<file path="src/rtl/filter_sequencer_pkg.sv">
// ============================================================================
// Module      : filter_sequencer_pkg
// Description : Shared definitions for the filter sequencer: FSM state
//               encodings, error codes and the configuration validity check.
// Revision    : 1.0 - initial release
// ============================================================================
`default_nettype none

package filter_sequencer_pkg;

    localparam int c_STATE_W = 3;

    localparam logic [2:0] c_ST_IDLE   = 3'd0;
    localparam logic [2:0] c_ST_CHECK  = 3'd1;
    localparam logic [2:0] c_ST_LAUNCH = 3'd2;
    localparam logic [2:0] c_ST_SETTLE = 3'd3;
    localparam logic [2:0] c_ST_RUN    = 3'd4;
    localparam logic [2:0] c_ST_NEXT   = 3'd5;
    localparam logic [2:0] c_ST_DONE   = 3'd6;
    localparam logic [2:0] c_ST_ERROR  = 3'd7;

    localparam logic [1:0] c_ERR_NONE    = 2'd0;
    localparam logic [1:0] c_ERR_CFG     = 2'd1;
    localparam logic [1:0] c_ERR_TIMEOUT = 2'd2;
    localparam logic [1:0] c_ERR_ABORT   = 2'd3;

    // A frame is runnable only with a non-zero, word-aligned size, a
    // non-zero width and at least one pass.
    function automatic logic cfg_is_valid(
        input logic [31:0] size,
        input logic [9:0]  width,
        input logic        passes_nonzero
    );
        return (size != 32'd0) && (width != 10'd0) &&
               (size[1:0] == 2'b00) && passes_nonzero;
    endfunction

endpackage

`default_nettype wire

</file>
<file path="src/rtl/filter_seq_watchdog.sv">
// ============================================================================
// Module      : filter_seq_watchdog
// Description : Per-pass watchdog. Counts enabled cycles since the last clear
//               and flags expiry on the enabled cycle that brings the count
//               up to the limit.
// Ports       : clk, rst      - clock, synchronous active-high reset
//               i_clear       - restart the count at zero
//               i_enable      - count this cycle
//               i_limit       - number of enabled cycles allowed
//               o_expired     - this enabled cycle is the last one allowed
// Revision    : 1.0 - initial release
// ============================================================================
`default_nettype none

module filter_seq_watchdog #(
    parameter int WIDTH = 35
) (
    input  logic             clk,
    input  logic             rst,
    input  logic             i_clear,
    input  logic             i_enable,
    input  logic [WIDTH-1:0] i_limit,
    output logic             o_expired
);

    logic [WIDTH-1:0] r_count;
    logic [WIDTH-1:0] w_count_inc;

    assign w_count_inc = r_count + WIDTH'(1);

    // Compare against the incremented value so expiry lands on exactly the
    // i_limit-th enabled cycle rather than one cycle later.
    assign o_expired = i_enable && (w_count_inc == i_limit);

    always_ff @(posedge clk) begin
        if (rst || i_clear) begin
            r_count <= '0;
        end else if (i_enable) begin
            r_count <= w_count_inc;
        end
    end

endmodule

`default_nettype wire

</file>
<file path="src/rtl/filter_sequencer.sv">
// ============================================================================
// Module      : filter_sequencer
// Description : Frame-level controller for the filter datapath. Latches host
//               configuration on start, validates it, pulses the filter's
//               refresh once per pass, waits for is_end and repeats for the
//               requested number of passes. Provides abort, a per-pass
//               watchdog, busy/done/error status and a RUN cycle counter.
// Ports       : clock, reset            - clock, synchronous active-high reset
//               start, abort            - host controls
//               cfg_size/width/passes   - host configuration
//               filt_is_end             - end-of-frame from the filter
//               filt_refresh/size/width - filter control outputs
//               busy, done, error,
//               err_code, pass_idx,
//               cycle_count             - status back to the host
// Revision    : 1.0 - initial release
// ============================================================================
`default_nettype none

module filter_sequencer
    import filter_sequencer_pkg::*;
#(
    parameter int PASS_WIDTH     = 4,
    parameter int TIMEOUT_MARGIN = 64,
    parameter int SETTLE_CYCLES  = 2
) (
    input  logic                  clock,
    input  logic                  reset,
    input  logic                  start,
    input  logic                  abort,
    input  logic [31:0]           cfg_size,
    input  logic [9:0]            cfg_width,
    input  logic [PASS_WIDTH-1:0] cfg_passes,
    input  logic                  filt_is_end,
    output logic                  filt_refresh,
    output logic [31:0]           filt_size,
    output logic [9:0]            filt_width,
    output logic                  busy,
    output logic                  done,
    output logic                  error,
    output logic [1:0]            err_code,
    output logic [PASS_WIDTH-1:0] pass_idx,
    output logic [31:0]           cycle_count
);

    // One bit of headroom beyond the shifted 32-bit size so adding the
    // margin can never wrap, whatever size the host supplies.
    localparam int c_WD_W     = 35;
    localparam int c_SETTLE_W = (SETTLE_CYCLES > 1) ? $clog2(SETTLE_CYCLES) : 1;

    logic [c_STATE_W-1:0]  r_state;
    logic [c_STATE_W-1:0]  w_next_state;

    logic [31:0]           r_size;
    logic [9:0]            r_width;
    logic [PASS_WIDTH-1:0] r_passes;
    logic [PASS_WIDTH-1:0] r_pass_idx;
    logic [31:0]           r_cycle_count;
    logic                  r_error;
    logic [1:0]            r_err_code;
    logic [c_SETTLE_W-1:0] r_settle_cnt;

    logic                  w_start_accept;
    logic                  w_cfg_ok;
    logic                  w_last_pass;
    logic                  w_settle_last;
    logic                  w_err_set;
    logic [1:0]            w_err_kind;
    logic                  w_refresh;
    logic                  w_busy;
    logic                  w_done;
    logic                  w_pass_clear;
    logic                  w_settle_en;
    logic                  w_run;
    logic                  w_wd_expired;
    logic [c_WD_W-1:0]     w_wd_limit;

    assign w_start_accept = start && ((r_state == c_ST_IDLE) || (r_state == c_ST_ERROR));
    assign w_cfg_ok       = cfg_is_valid(r_size, r_width, r_passes != '0);
    assign w_last_pass    = (r_pass_idx == (r_passes - PASS_WIDTH'(1)));
    assign w_settle_last  = (r_settle_cnt == c_SETTLE_W'(SETTLE_CYCLES - 1));
    assign w_wd_limit     = ({3'b000, r_size} << 2) + c_WD_W'(TIMEOUT_MARGIN);

    // ------------------------------------------------------------------------
    // State register
    // ------------------------------------------------------------------------
    always_ff @(posedge clock) begin
        if (reset) begin
            r_state <= c_ST_IDLE;
        end else begin
            r_state <= w_next_state;
        end
    end

    // ------------------------------------------------------------------------
    // Next-state logic, including which error (if any) is being entered
    // ------------------------------------------------------------------------
    always_comb begin
        w_next_state = r_state;
        w_err_set    = 1'b0;
        w_err_kind   = c_ERR_NONE;
        case (r_state)
            c_ST_IDLE: begin
                if (start) w_next_state = c_ST_CHECK;
            end
            c_ST_CHECK: begin
                if (w_cfg_ok) begin
                    w_next_state = c_ST_LAUNCH;
                end else begin
                    w_next_state = c_ST_ERROR;
                    w_err_set    = 1'b1;
                    w_err_kind   = c_ERR_CFG;
                end
            end
            c_ST_LAUNCH: begin
                w_next_state = c_ST_SETTLE;
            end
            c_ST_SETTLE: begin
                // is_end may still reflect the previous pass here, so only
                // abort and the settle count matter.
                if (abort) begin
                    w_next_state = c_ST_ERROR;
                    w_err_set    = 1'b1;
                    w_err_kind   = c_ERR_ABORT;
                end else if (w_settle_last) begin
                    w_next_state = c_ST_RUN;
                end
            end
            c_ST_RUN: begin
                if (abort) begin
                    w_next_state = c_ST_ERROR;
                    w_err_set    = 1'b1;
                    w_err_kind   = c_ERR_ABORT;
                end else if (filt_is_end) begin
                    w_next_state = c_ST_NEXT;
                end else if (w_wd_expired) begin
                    w_next_state = c_ST_ERROR;
                    w_err_set    = 1'b1;
                    w_err_kind   = c_ERR_TIMEOUT;
                end
            end
            c_ST_NEXT: begin
                w_next_state = w_last_pass ? c_ST_DONE : c_ST_LAUNCH;
            end
            c_ST_DONE: begin
                w_next_state = c_ST_IDLE;
            end
            c_ST_ERROR: begin
                if (start) w_next_state = c_ST_CHECK;
            end
            default: begin
                w_next_state = c_ST_IDLE;
            end
        endcase
    end

    // ------------------------------------------------------------------------
    // Output decode (Moore): all pulses are a function of the state only
    // ------------------------------------------------------------------------
    always_comb begin
        w_refresh    = 1'b0;
        w_busy       = 1'b0;
        w_done       = 1'b0;
        w_pass_clear = 1'b0;
        w_settle_en  = 1'b0;
        w_run        = 1'b0;
        case (r_state)
            c_ST_CHECK: begin
                w_busy = 1'b1;
            end
            c_ST_LAUNCH: begin
                w_busy       = 1'b1;
                w_refresh    = 1'b1;
                w_pass_clear = 1'b1;
            end
            c_ST_SETTLE: begin
                w_busy      = 1'b1;
                w_settle_en = 1'b1;
            end
            c_ST_RUN: begin
                w_busy = 1'b1;
                w_run  = 1'b1;
            end
            c_ST_NEXT: begin
                w_busy = 1'b1;
            end
            c_ST_DONE: begin
                w_done = 1'b1;
            end
            default: begin
            end
        endcase
    end

    // ------------------------------------------------------------------------
    // Configuration latch, pass counter, cycle counter and error status
    // ------------------------------------------------------------------------
    always_ff @(posedge clock) begin
        if (reset) begin
            r_size        <= '0;
            r_width       <= '0;
            r_passes      <= '0;
            r_pass_idx    <= '0;
            r_cycle_count <= '0;
            r_error       <= 1'b0;
            r_err_code    <= c_ERR_NONE;
        end else if (w_start_accept) begin
            r_size        <= cfg_size;
            r_width       <= cfg_width;
            r_passes      <= cfg_passes;
            r_pass_idx    <= '0;
            r_cycle_count <= '0;
            r_error       <= 1'b0;
            r_err_code    <= c_ERR_NONE;
        end else begin
            if (w_err_set) begin
                r_error    <= 1'b1;
                r_err_code <= w_err_kind;
            end
            if (w_run && (r_cycle_count != 32'hFFFF_FFFF)) begin
                r_cycle_count <= r_cycle_count + 32'd1;
            end
            if ((r_state == c_ST_NEXT) && !w_last_pass) begin
                r_pass_idx <= r_pass_idx + PASS_WIDTH'(1);
            end
        end
    end

    // Settle counter restarts with every pass
    always_ff @(posedge clock) begin
        if (reset || w_pass_clear) begin
            r_settle_cnt <= '0;
        end else if (w_settle_en && !w_settle_last) begin
            r_settle_cnt <= r_settle_cnt + c_SETTLE_W'(1);
        end
    end

    filter_seq_watchdog #(
        .WIDTH (c_WD_W)
    ) u_watchdog (
        .clk       (clock),
        .rst       (reset),
        .i_clear   (w_pass_clear),
        .i_enable  (w_run),
        .i_limit   (w_wd_limit),
        .o_expired (w_wd_expired)
    );

    assign filt_refresh = w_refresh;
    assign filt_size    = r_size;
    assign filt_width   = r_width;
    assign busy         = w_busy;
    assign done         = w_done;
    assign error        = r_error;
    assign err_code     = r_err_code;
    assign pass_idx     = r_pass_idx;
    assign cycle_count  = r_cycle_count;

endmodule

`default_nettype wire

</file>
<file path="config.mk">
export PLATFORM = sky130hd
export DESIGN_NAME = filter_sequencer
export DESIGN_NICKNAME = d
export VERILOG_FILES = /design/src/rtl/filter_sequencer_pkg.sv /design/src/rtl/filter_seq_watchdog.sv /design/src/rtl/filter_sequencer.sv
export SDC_FILE = /design/constraint.sdc
export NUM_CORES = 1
export LEC_CHECK = 0
export CAP_MARGIN = 20
export CORE_UTILIZATION = 48
export CTS_CLUSTER_SIZE = 12
export DETAILED_ROUTE_END_ITERATION = 10
export GPL_TIMING_DRIVEN = 0
export PLACE_DENSITY = 0.8
export SETUP_SLACK_MARGIN = 0.1
export SLEW_MARGIN = 20
export SYNTH_ARGS = -nofsm -noshare
export SYNTH_HDL_FRONTEND = slang
export SYNTH_SLANG_ARGS = --single-unit
</file>
<file path="constraint.sdc">
create_clock -name clock -period 3.4 [get_ports clock]
set_input_delay 0.68 -clock clock [delete_from_list [all_inputs] [get_ports clock]]
set_output_delay 0.68 -clock clock [all_outputs]
set_load 0.005 [all_outputs]
</file>
==> impl_metrics.csv <==
group,metric,value,unit
power,cellLeakagePower,3.394,nW
power,intPower,0.003559,W
final_layout,multiInputGateArea,4453,sq um
timing,max_freq,306.0,MHz
timing,hold_viol,0,
final_layout,fillers,1148,
final_layout,fin_cells,1271,
detailed_routing,postRouteWirelength,22090,um
detailed_routing,drtIter0Drc,590,
worst_hold_path,hold_class,"register to register",
yosys,yosys_warnings,0,
final_layout,final_cell_mix,"nand2_1, clkdlybuf4s50_1, dfxtp_1",
global_routing,grt_pass1_wl,34690,um
yosys,synth_ff_type,"dfxtp_1",
detailed_routing,dr_total_vias,7350,
final_layout,mostFrequentLayoutCell,"nand2_1",
cts,cts_max_level,4,
cts,cts_root_buf,"clkbuf_16",
cts,clock-sinks,124,
final_layout,area_growth,35.93,%
placement,place_area,8616,sq um
global_routing,grt_max_degree,17,
power,pwr-share-seq,0.341,
power,powerDensity,559.1,nW/um^2
floorplan,initial_core_util,0.4995,
global_routing,grt_pass1_vias,6863,
power,p_sw_frac,0.3349,
placement,place_inst,1225,
yosys,synth_seq_area_share,0.3526,
placement,numPortBuffers,134,
placement,globalplace.congestion,0.9727,
yosys,synth_area,7041,sq um
timing,drv_slew,0,
power,irDropWorstVdd,0.4995,mV
timing,setup_violations,0,
final_layout,n_antenna_cell,0,
timing,worst_clock_skew,9.750,ps
cts,clkSlewWorstSetupHoldPaths,60,ps
floorplan,core_region_area,14100,sq um
timing,slew_headroom,0.5425,
setup_path,crit_fanout,7,
yosys,synth_edf_count,0,
setup_path,arrival,3590,ps
floorplan,io_pins,135,
floorplan,dieHeight,123.1,um
global_routing,antenna_found_initial,0,
global_routing,grt_overflow_total,0,
final_layout,final_area,9570,sq um
detailed_routing,via_per_inst,5.783,
setup_path,crit_path_start_kind,"register",
setup_path,crit_type,"register to register",
run_status,status,"completed",
setup_path,endpoint_kind,"register",
detailed_routing,firstDrtPassIters,7,
timing,min_period_over_period,0.9613,
placement,place_hpwl,15290,um
yosys,synth-seq-cells,124,
yosys,yosysUniqueCellTypes,62,
cts,numCtsBuffers,17,
yosys,synth-async-reset-ratio,0,
power,clockPowerShare,0.350,
yosys,synth_cells,911,
yosys,postSynthAreaPerCell,7.728,sq um
floorplan,dieArea,15160,sq um
detailed_routing,drc,0,
timing,fin_crit,3268,ps
cts,clk_latency,430,ps
final_layout,drive_above_1_share,0.1054,
timing,rsz0062_at_grt,"yes",
timing,worstMarginPinSlew,686.2,ps
power,power.net_switching,0.001792,W
job,maxCapViolCount,0,
floorplan,die_w,123.1,um
floorplan,core.rowCount,43,
yosys,syn_nets,968,
setup_path,required,3720,ps
detailed_routing,postRouteAntennaNets,0,
cts,hold_buffers,0,
final_layout,seqCellArea,2502,sq um
global_routing,grt_util_all_layers,0.2971,
power,comb_power_share,0.308,
final_layout,fin_nets,1135,
cts,clockBufferDepth,2,
cts,cts_tree,"done",
detailed_routing,wire_per_inst,17.38,um
## worst paths after layout
check                           cells past startpoint  slack, ps             to          start
worst min-delay path                                2        470  filt_width[1]  filt_width[1]
worst max-delay path                               12        130     r_state[2]  filt_size[13]
worst min register to register                      2        470  filt_width[1]  filt_width[1]
worst max register to register                     12        130     r_state[2]  filt_size[13]
## worst max-delay path: stages (launching register included)
cell and delay [ps]:
dfxtp_1 360, clkbuf_4 210, nand4_1 120, buf_4 200, buf_4 140, or4_1 530
or3_1 440, a21bo_2 230, o221ai_1 170, o2111a_1 260, and4_1 220, nor2_2 60
o211a_1 200
## registers in the layout, summed over array words and instances (netlist names)
name,cells
cycle_count,32
err_code,2
error,1
filt_size,32
filt_width,10
pass_idx,4
r_passes,4
r_settle_cnt,1
r_state,3
u_watchdog.r_count,35
## routing by layer
layer / track usage / wire [um] / vias to the layer above
met5: 0 / 0 / -
met4: 0.1205 / 625 / 0
met3: 0.09271 / 2110 / 60
met2: 0.4870 / 10400 / 368
met1: 0.3609 / 8954 / 3405
li1: - / - / 3517
## final cells by class
cell class,count,share of cell area
Buffer,60,0.02863
Clock buffer,20,0.04667
Clock inverter,12,0.01700
Inverter,14,0.005491
Multi-Input combinational cell,712,0.4653
Sequential cell,124,0.2615
Tap cell,180,0.02353
Timing Repair Buffer,149,0.1519
## stage by stage
step / util / TNS (ps) / power [W] / setup slack (ps) / hold WS, ps
6_report: 0.6789 / 0 / 0.005351 / 131.5 / 470.0
3_3_place_gp: 0.6108 / -2993 / 0.003348 / -624.1 / 452.3
2_1_floorplan: - / 0 / 0.002705 / 103.0 / 438.2
5_1_grt: 0.6789 / 0 / 0.005591 / 42.17 / 491.6
3_5_place_dp: 0.6112 / -1899 / 0.003368 / -390.8 / 461.1
4_1_cts: 0.6708 / 0 / 0.005286 / 64.39 / 470.5
## Yosys cell counts (3+ instances only)
master	count	area, sq um
mux2i_1	3	30.03
inv_1	14	52.55
nand3_1	39	195.2
nor4b_1	3	26.28
a21oi_1	65	325.3
nor3b_1	3	22.52
a31oi_1	8	50.05
buf_2	7	35.03
nand3b_1	3	22.52
xnor2_1	54	473.0
nor4_1	20	125.1
xnor3_1	5	112.6
and4_1	12	105.1
nand2_1	144	540.5
or3_1	20	125.1
xor2_1	67	586.8
ha_1	6	75.07
clkbuf_1	48	180.2
or2_2	3	18.77
nor3_1	21	105.1
and3_1	14	87.58
buf_1	4	15.01
or4_1	10	75.07
o31a_1	3	26.28
nor2b_1	4	25.02
nor2_1	91	341.6
nand2b_1	4	25.02
dfxtp_1	124	2482
o21ai_0	26	130.1
and2_1	4	25.02
nand4_1	46	287.8
## power groups by stage
stage	Combinational, W	Clock (W)	Sequential (W)
floorplan	0.000912	0	0.00179
global placement	0.00151	0	0.00184
detailed placement	0.00153	0	0.00184
CTS	0.00159	0.00189	0.00181
global route	0.00179	0.00196	0.00184
finish	0.00165	0.00187	0.00183
## cells by family after synthesis
family	Yosys count	share of synthesized area
and+or+nand+nor	448	0.3147
AOI/OAI and AO/OA	129	0.1096
xor gates and xnor gates	126	0.1665
DFF	124	0.3526
buffers and inverters	75	0.04158
adders and majority gates	6	0.01066
muxes	3	0.004265
## repair_timing
item	4_1_cts	5_1_grt
hold endpoints to repair	0	0
setup endpoints to repair	7	9
buffers inserted	10	5
gates resized for setup	38	45
pin swaps	13	12
gates cloned	0	0
Power figures use the tool's default switching activity.
